## config.mk

```make
export PLATFORM = sky130hd
export DESIGN_NAME = neuron_readout_sequencer_flat
export DESIGN_NICKNAME = d
export VERILOG_FILES = /design/src/rtl/neuron_readout_sequencer_if.sv /design/src/rtl/neuron_readout_sequencer.sv /design/src/flat_wrapper.sv
export SDC_FILE = /design/constraint.sdc
export NUM_CORES = 1
export LEC_CHECK = 0
export CAP_MARGIN = 15
export CORE_MARGIN = 4
export CORE_UTILIZATION = 50
export DETAILED_ROUTE_END_ITERATION = 8
export GPL_TIMING_DRIVEN = 0
export PLACE_DENSITY = 0.84
export SLEW_MARGIN = 0
export SYNTH_ARGS = -nofsm -noshare
export SYNTH_HDL_FRONTEND = slang
export SYNTH_SLANG_ARGS = --single-unit
export TNS_END_PERCENT = 20
```

## constraint.sdc

```tcl
create_clock -name clk -period 2.1 [get_ports clk]
set_input_delay 0.525 -clock clk [delete_from_list [all_inputs] [get_ports clk]]
set_output_delay 0.525 -clock clk [all_outputs]
set_load 0.005 [all_outputs]
```

## src/rtl/neuron_readout_sequencer_if.sv

```systemverilog
// Handshake and data bundle between the SPI front end / output mux and the
// readout sequencer.
interface neuron_readout_sequencer_if #(
    parameter int DW = 8
);
    logic          start;
    logic          abort;
    logic [7:0]    channel_mask;
    logic [2:0]    output_select;
    logic [DW-1:0] dout_spi;
    logic          shift_en;
    logic          sdo;
    logic          busy;
    logic          done;

    modport master (
        output start, abort, channel_mask, dout_spi, shift_en,
        input  output_select, sdo, busy, done
    );

    modport slave (
        input  start, abort, channel_mask, dout_spi, shift_en,
        output output_select, sdo, busy, done
    );
endinterface

```

## src/rtl/neuron_readout_sequencer.sv

```systemverilog
// Walks the set bits of a channel mask in ascending order, selecting each
// channel on the output mux and shifting its word out MSB first on shift_en.
module neuron_readout_sequencer #(
    parameter int DW = 8
) (
    input  logic                          clk,
    input  logic                          rst,
    neuron_readout_sequencer_if.slave     bus
);
    localparam int CW = $clog2(DW);

    typedef enum logic [2:0] {
        IDLE   = 3'd0,
        SELECT = 3'd1,
        LOAD   = 3'd2,
        SHIFT  = 3'd3,
        NEXT   = 3'd4,
        DONE   = 3'd5
    } state_t;

    state_t        r_state;
    logic [7:0]    r_mask;
    logic [2:0]    r_sel;
    logic [DW-1:0] r_shreg;
    logic [CW-1:0] r_cnt;
    logic          r_done;

    state_t        w_state_nxt;
    logic [7:0]    w_mask_nxt;
    logic [2:0]    w_sel_nxt;
    logic [DW-1:0] w_shreg_nxt;
    logic [CW-1:0] w_cnt_nxt;
    logic          w_done_nxt;

    logic          w_first_hit;
    logic [2:0]    w_first_idx;
    logic          w_next_hit;
    logic [2:0]    w_next_idx;

    // Priority search from the top down so the lowest qualifying index wins.
    always_comb begin
        w_first_hit = 1'b0;
        w_first_idx = 3'd0;
        w_next_hit  = 1'b0;
        w_next_idx  = 3'd0;
        for (int i = 7; i >= 0; i--) begin
            if (bus.channel_mask[i]) begin
                w_first_hit = 1'b1;
                w_first_idx = 3'(i);
            end
            if (r_mask[i] && (i > int'(r_sel))) begin
                w_next_hit = 1'b1;
                w_next_idx = 3'(i);
            end
        end
    end

    always_ff @(posedge clk) begin
        if (rst) begin
            r_state <= IDLE;
            r_mask  <= '0;
            r_sel   <= '0;
            r_shreg <= '0;
            r_cnt   <= '0;
            r_done  <= 1'b0;
        end else begin
            r_state <= w_state_nxt;
            r_mask  <= w_mask_nxt;
            r_sel   <= w_sel_nxt;
            r_shreg <= w_shreg_nxt;
            r_cnt   <= w_cnt_nxt;
            r_done  <= w_done_nxt;
        end
    end

    always_comb begin
        w_state_nxt = r_state;
        w_mask_nxt  = r_mask;
        w_sel_nxt   = r_sel;
        w_shreg_nxt = r_shreg;
        w_cnt_nxt   = r_cnt;
        w_done_nxt  = 1'b0;

        case (r_state)
            IDLE: begin
                if (bus.start && !bus.abort) begin
                    w_mask_nxt = bus.channel_mask;
                    if (w_first_hit) begin
                        w_sel_nxt   = w_first_idx;
                        w_state_nxt = SELECT;
                    end else begin
                        w_state_nxt = DONE;
                    end
                end
            end
            SELECT: w_state_nxt = LOAD;
            LOAD: begin
                w_shreg_nxt = bus.dout_spi;
                w_cnt_nxt   = '0;
                w_state_nxt = SHIFT;
            end
            SHIFT: begin
                if (bus.shift_en) begin
                    w_shreg_nxt = {r_shreg[DW-2:0], 1'b0};
                    w_cnt_nxt   = r_cnt + 1'b1;
                    if (r_cnt == CW'(DW-1))
                        w_state_nxt = NEXT;
                end
            end
            NEXT: begin
                if (w_next_hit) begin
                    w_sel_nxt   = w_next_idx;
                    w_state_nxt = SELECT;
                end else begin
                    w_state_nxt = DONE;
                end
            end
            DONE: begin
                // done is registered, so the pulse lands in the cycle after DONE
                w_done_nxt  = 1'b1;
                w_state_nxt = IDLE;
            end
            default: w_state_nxt = IDLE;
        endcase

        if (bus.abort && (r_state != IDLE)) begin
            w_state_nxt = IDLE;
            w_shreg_nxt = '0;
            w_cnt_nxt   = '0;
            w_done_nxt  = 1'b0;
        end
    end

    assign bus.output_select = r_sel;
    assign bus.sdo           = (r_state == SHIFT) ? r_shreg[DW-1] : 1'b0;
    assign bus.busy          = (r_state != IDLE) && (r_state != DONE);
    assign bus.done          = r_done;
endmodule

```

## src/flat_wrapper.sv

```systemverilog
// flat-port wrapper written by rule: the top's interface ports become plain ports
module neuron_readout_sequencer_flat 
#(
    parameter int DW = 8
)
  (clk, rst, bus_start, bus_abort, bus_channel_mask, bus_dout_spi, bus_shift_en, bus_output_select, bus_sdo, bus_busy, bus_done);
  neuron_readout_sequencer_if #(.DW(DW)) bus_i ();
  input  logic clk;
  input  logic rst;
  input wire logic [$bits(bus_i.start)-1:0] bus_start;
  input wire logic [$bits(bus_i.abort)-1:0] bus_abort;
  input wire logic [$bits(bus_i.channel_mask)-1:0] bus_channel_mask;
  input wire logic [$bits(bus_i.dout_spi)-1:0] bus_dout_spi;
  input wire logic [$bits(bus_i.shift_en)-1:0] bus_shift_en;
  output wire logic [$bits(bus_i.output_select)-1:0] bus_output_select;
  output wire logic [$bits(bus_i.sdo)-1:0] bus_sdo;
  output wire logic [$bits(bus_i.busy)-1:0] bus_busy;
  output wire logic [$bits(bus_i.done)-1:0] bus_done;
  assign bus_i.start = bus_start;
  assign bus_i.abort = bus_abort;
  assign bus_i.channel_mask = bus_channel_mask;
  assign bus_i.dout_spi = bus_dout_spi;
  assign bus_i.shift_en = bus_shift_en;
  assign bus_output_select = bus_i.output_select;
  assign bus_sdo = bus_i.sdo;
  assign bus_busy = bus_i.busy;
  assign bus_done = bus_i.done;
  neuron_readout_sequencer #(.DW(DW)) u_core (.clk(clk), .rst(rst), .bus(bus_i));
endmodule
```

**Word level (Yosys, flattened, before mapping)**

Cells that the tools add are included.

- Output and inout port bits: 6
- RAM bits: 0
- Bits in read-only memories: 0
- Input bits: 21
- Bits in latches: 0
- Bits in registers: 26
- Memories: 0

- Equality and inequality tests: 12
- Multiplexer cells: 46
- $add $sub $neg: 1
- $lt $le $gt $ge: 7
- Bitwise gates (word level): 0
- Div/mod/pow operators: 0
- Multipliers: 0
- Reduce and logical (&&, ||, !) cells: 20
- Shifts and indexed selects: 0

Operators with widths:

| operator | number |
|---|---|
| 2-to-1 mux 3 bit | 24 |
| 2-to-1 mux 1 bit | 17 |
| case mux 8 bit (2 select lines) | 1 |
| case mux 3 bit (5 select lines) | 1 |
| greater-than comparator 3 bit, first input constant | 4 |
| case mux 3 bit (2 select lines) | 2 |
| logical AND 1 bit | 10 |
| equality test 3 bit, second input constant | 3 |
| 2-to-1 mux 8 bit | 1 |
| != test 2 x 1 -> 1 bit, second input constant | 4 |
| equality test 3 x 2 -> 1 bit, second input constant | 2 |
| greater-than comparator 2 x 3 -> 1 bit, first input constant | 2 |
| AND reduction 2 bit | 2 |
| AND reduction 4 bit | 1 |
| nonzero test 2 bit | 2 |
| adder 3 x 1 -> 3 bit, second input constant | 1 |
| equality test 3 x 1 -> 1 bit, second input constant | 1 |
| greater-than comparator 1 x 3 -> 1 bit, first input constant | 1 |
| logical NOT 3 bit | 1 |
| != test 3 bit, second input constant | 1 |
| AND reduction 3 bit | 1 |
| nonzero test 3 bit | 1 |
| != test 2 bit, second input constant | 1 |
| OR reduction 2 bit | 1 |
| logical NOT 1 bit | 1 |

**Logic depth before layout (Yosys ltp)**

- Depth in word-level cells: 11
- Depth in mapped cells: 7

**Worst setup path before layout**

Ideal clock, no wire load.

- Kind: register to output
- Start point: register u_core.r_state[0]
- End point: output port bus_sdo
- Path buffers: 2
- Data arrival time: 1.231 ns
- Stages on the path, launching flop included: 5
- Path slack: 0.344 ns
- Cells stage by stage: dfxtp_1 clkbuf_1 and3b_1 clkbuf_1 and2_1

- Cells in the longest elaborated chain, start to end: 2

RTL lines:

| element | line | source |
|---|---|---|
| start, declared | neuron_readout_sequencer.sv:21 | `state_t r_state;` |
| start signal, assigned | neuron_readout_sequencer.sv:67 | `r_state <= w_state_nxt;` |
| equality test 3 x 2 -> 1 bit | neuron_readout_sequencer.sv:135 | `assign bus.sdo = (r_state == SHIFT) ? r_shreg[DW-1] : 1'b0;` |
| 2-to-1 mux 1 bit | neuron_readout_sequencer.sv:135 |  |
| end, declared | flat_wrapper.sv:16 | `output wire logic [$bits(bus_i.sdo)-1:0] bus_sdo;` |

No other way between the ends.

**Worst setup path after layout**

- Start point: input port bus_channel_mask[1]
- End point: register u_core.r_state[2]

- Cells in the longest elaborated chain, start to end: 5

RTL lines:

| element | line | source |
|---|---|---|
| start, declared | flat_wrapper.sv:12 | `input wire logic [$bits(bus_i.channel_mask)-1:0] bus_channel_mask;` |
| 2-to-1 mux 1 bit (2 in series) | neuron_readout_sequencer.sv:47 | `if (bus.channel_mask[i]) begin` |
| 2-to-1 mux 3 bit | neuron_readout_sequencer.sv:88 | `if (w_first_hit) begin` |
| 2-to-1 mux 3 bit | neuron_readout_sequencer.sv:86 | `if (bus.start && !bus.abort) begin` |
| case mux 3 bit (5 select lines) | neuron_readout_sequencer.sv:84 | `case (r_state)` |

No other way between the ends. The select of a mux whose other input is x is not followed.
A chain may end at the register's enable or synchronous reset.

==> flow_summary_export.csv <==
group,metric,value,unit
run_status,status,"complete, no violations",
detailed_routing,drcViolationCount,0,
critical_path,critPathMaxFanout,4,
power,power,1.17,mW
timing,skew,0.00219,ns
grt,grt_pass1_wl,5660,µm
placement,gp_congestion,0.883,
yosys,yosysUniqueCellTypes,43,
yosys,synth_xor_area_share,0,%
yosys,syn_nets,204,
critical_path,crit_required,2.29,ns
yosys,synth_top_family_by_area,"simple AND/OR/NAND/NOR gates",
clocking,clock_sinks,25,
timing,maxSlewHeadroom,64.6,%
timing,fin_tns_setup,0,ns
worst_hold_path,hold_depth,2,
cells_and_area,fillCellCount,228,
cells_and_area,area_delta_synth_final,26.6,%
clocking,cts-root-buf,"clkbuf_4",
yosys,netlist_area,1420,µm²
detailed_routing,ant_nets,0,
detailed_routing,first_pass_iters,4,
floorplanning,start_util,51.8,%
floorplanning,dieArea,3750,µm²
power,p_leak,0.719,nW
critical_path,reg2regPathDepth,6,
cells_and_area,antenna_cells,0,
yosys,yosys_warnings,0,
yosys,synthMuxAreaShare,4.24,%
clocking,cts_tree,"built",
yosys,ys_seq_area_share,35.3,%
clocking,cts_hold_buf,0,
grt,grt_max_degree,15,
yosys,synth_top_area_share,35.3,%
cells_and_area,drive_above_1_share,11.8,%
floorplanning,rows,19,
critical_path,startpoint_type,"input port",
grt,first_global_vias,1342,
detailed_routing,viasPerCell,5.88,
yosys,synth_top_area_cell,"dfxtp_1",
cells_and_area,fin_nets,236,
timing,min_period,2.03,ns
yosys,synth-adder-area-share,1.77,%
placement,place_area,1720,µm²
timing,fmax,493,MHz
timing,worst_slew_pin_slew,0.517,ns
detailed_routing,vias,1429,
yosys,synthCells,181,
grt,grt_overflow_total,0,
flow_run,drv_cap,0,
yosys,synth_compound_area_share,24.8,%
yosys,avgSynthCellArea,7.83,µm²
clocking,cts_max_level,1,
grt,antenna_found_initial,0,
yosys,synth_edf_count,0,
grt,grt_use_total,20.0,%
yosys,synth-seq-cells,25,
floorplanning,die_h,61.2,µm
timing,hold_viol_final,0,
yosys,yosys-top-cells-area,"dfxtp_1 35%, nor2_1 8.0%, a21oi_1 7.4%",
clocking,cts_buffers,3,
yosys,synthSimpleGateAreaFrac,29.8,%
critical_path,arrival,2.22,ns
placement,dp_hpwl,2550,µm
floorplanning,die_w,61.2,µm
power,powerDensity,654,nW/µm²
floorplanning,io_pins,27,
yosys,ys.flop_type,"dfxtp_1",
clocking,insertion_delay,0.32,ns
detailed_routing,drt_iter0_drc,108,
floorplanning,core_area,2730,µm²
cells_and_area,seq_area,512,µm²
cells_and_area,final_area,1790,µm²
yosys,async_reset_ff_share,0,%
timing,setup_viol,0,
critical_path,path_class,"in2reg",
power,vdd_drop_max,0.430,mV
placement,port_buffers,26,
detailed_routing,wirelength,3630,µm
worst_hold_path,min_path_type,"reg2reg",
timing,slew_viol_final,0,
detailed_routing,wl_per_cell,15.0,µm
cells_and_area,multi_input_area,877,µm²
critical_path,critPathCaptureType,"register",
timing,min_period_over_period,96.6,%
clocking,clk_pin_slew,0.14,ns
clocking,clockBufferDepth,2,
layout make-up:
type | instances | share of cell area [%]
tap | 31 | 2.16
buffer | 6 | 1.74
clock inverter | 1 | 0.279
multi-input combinational | 143 | 48.9
sequential | 25 | 28.5
inverter | 3 | 0.628
clock buffer | 3 | 1.26
timing repair buffer | 31 | 16.5
critical path, cell delays in order:
cell	delay, ns
clkdlybuf4s50_1	0.48
nor4_2	0.42
nand3_1	0.14
a21oi_1	0.19
a31oi_1	0.05
a2111oi_0	0.42
repair_timing:
item / CTS / global route
pin swaps: 1 / 0
setup buffers: 5 / 0
gates resized for setup: 9 / 3
endpoints found under the setup margin: 2 / 4
cell families after synthesis:
group	count (synthesis)
adders and majority gates	2
muxes	6
DFF	25
AOI/OAI and AO/OA	52
buffers and inverters	13
and+or+nand+nor	83
routing by layer:
layer  up-vias  global-route usage (%)  part of all wire, %
met5         -                       0                    0
met4         0                    10.2                  1.4
met3         4                    3.98                  5.0
met2        46                    33.5                   48
met1       662                    24.2                   45
li1        717                       -                    -
synthesized netlist by cell type (2+ instances only):
cell       count
nor4_1         3
clkbuf_1       8
a21oi_1       21
nor3_1         4
mux2i_1        6
nand3b_1       5
nand2_1       19
a211o_1        2
nor2b_1        4
ha_1           2
nor2_1        30
o21ai_0        5
and2_1         2
inv_1          3
a21o_1         3
o31ai_1        3
a31oi_1        2
a211oi_1       2
a32oi_1        2
a2111oi_0      3
nand3_1        2
dfxtp_1       25
nand2b_1       5
registers in the layout (all words and copies together) (netlist names):
register / count
u_core.r_mask: 7
u_core.r_shreg: 8
u_core.r_cnt: 3
u_core.r_state: 3
u_core.bus.output_select: 3
u_core.bus.done: 1
final timing paths:
kind	to	slack [ns]	startpoint
max	u_core.r_state[2]$_SDFFE_PP0P_	0.07	bus_channel_mask[1]
min	u_core.r_shreg[5]$_SDFFE_PP0P_	0.51	u_core.r_shreg[5]$_SDFFE_PP0P_
max reg2reg	u_core.bus.output_select[0]$_SDFFE_PP0P_	0.19	u_core.bus.output_select[2]$_SDFFE_PP0P_
min reg2reg	u_core.r_shreg[5]$_SDFFE_PP0P_	0.51	u_core.r_shreg[5]$_SDFFE_PP0P_
layout by cell type (no fill, tap or decap), types with 5 or more instances in the layout:
master,instances
nor2_1,30
clkdlybuf4s50_1,24
dfxtp_1,22
a21oi_1,21
nand2_1,19
mux2i_1,6
o21ai_0,5
nand2b_1,5
nand3b_1,5
buf_4,5
power by group:
group	switching [mW]	total, mW	internal, mW
clock network	0.154	0.225	0.0715
registers	0.0460	0.567	0.521
logic	0.203	0.381	0.179
total	0.402	1.17	0.771
metrics by stage:
step | utilization (%) | setup slack, ns | std cells | hold slack (ns)
floorplan | - | 0.344 | 181 | 0.455
global placement | 62.7 | -0.345 | 238 | 0.466
detailed placement | 62.7 | -0.355 | 238 | 0.482
CTS | 64.9 | 0.113 | 243 | 0.516
global route | 65.6 | -0.0306 | 243 | 0.532
finish | 65.6 | 0.0715 | 243 | 0.510
Note: power is estimated with default switching activity, not from simulation.
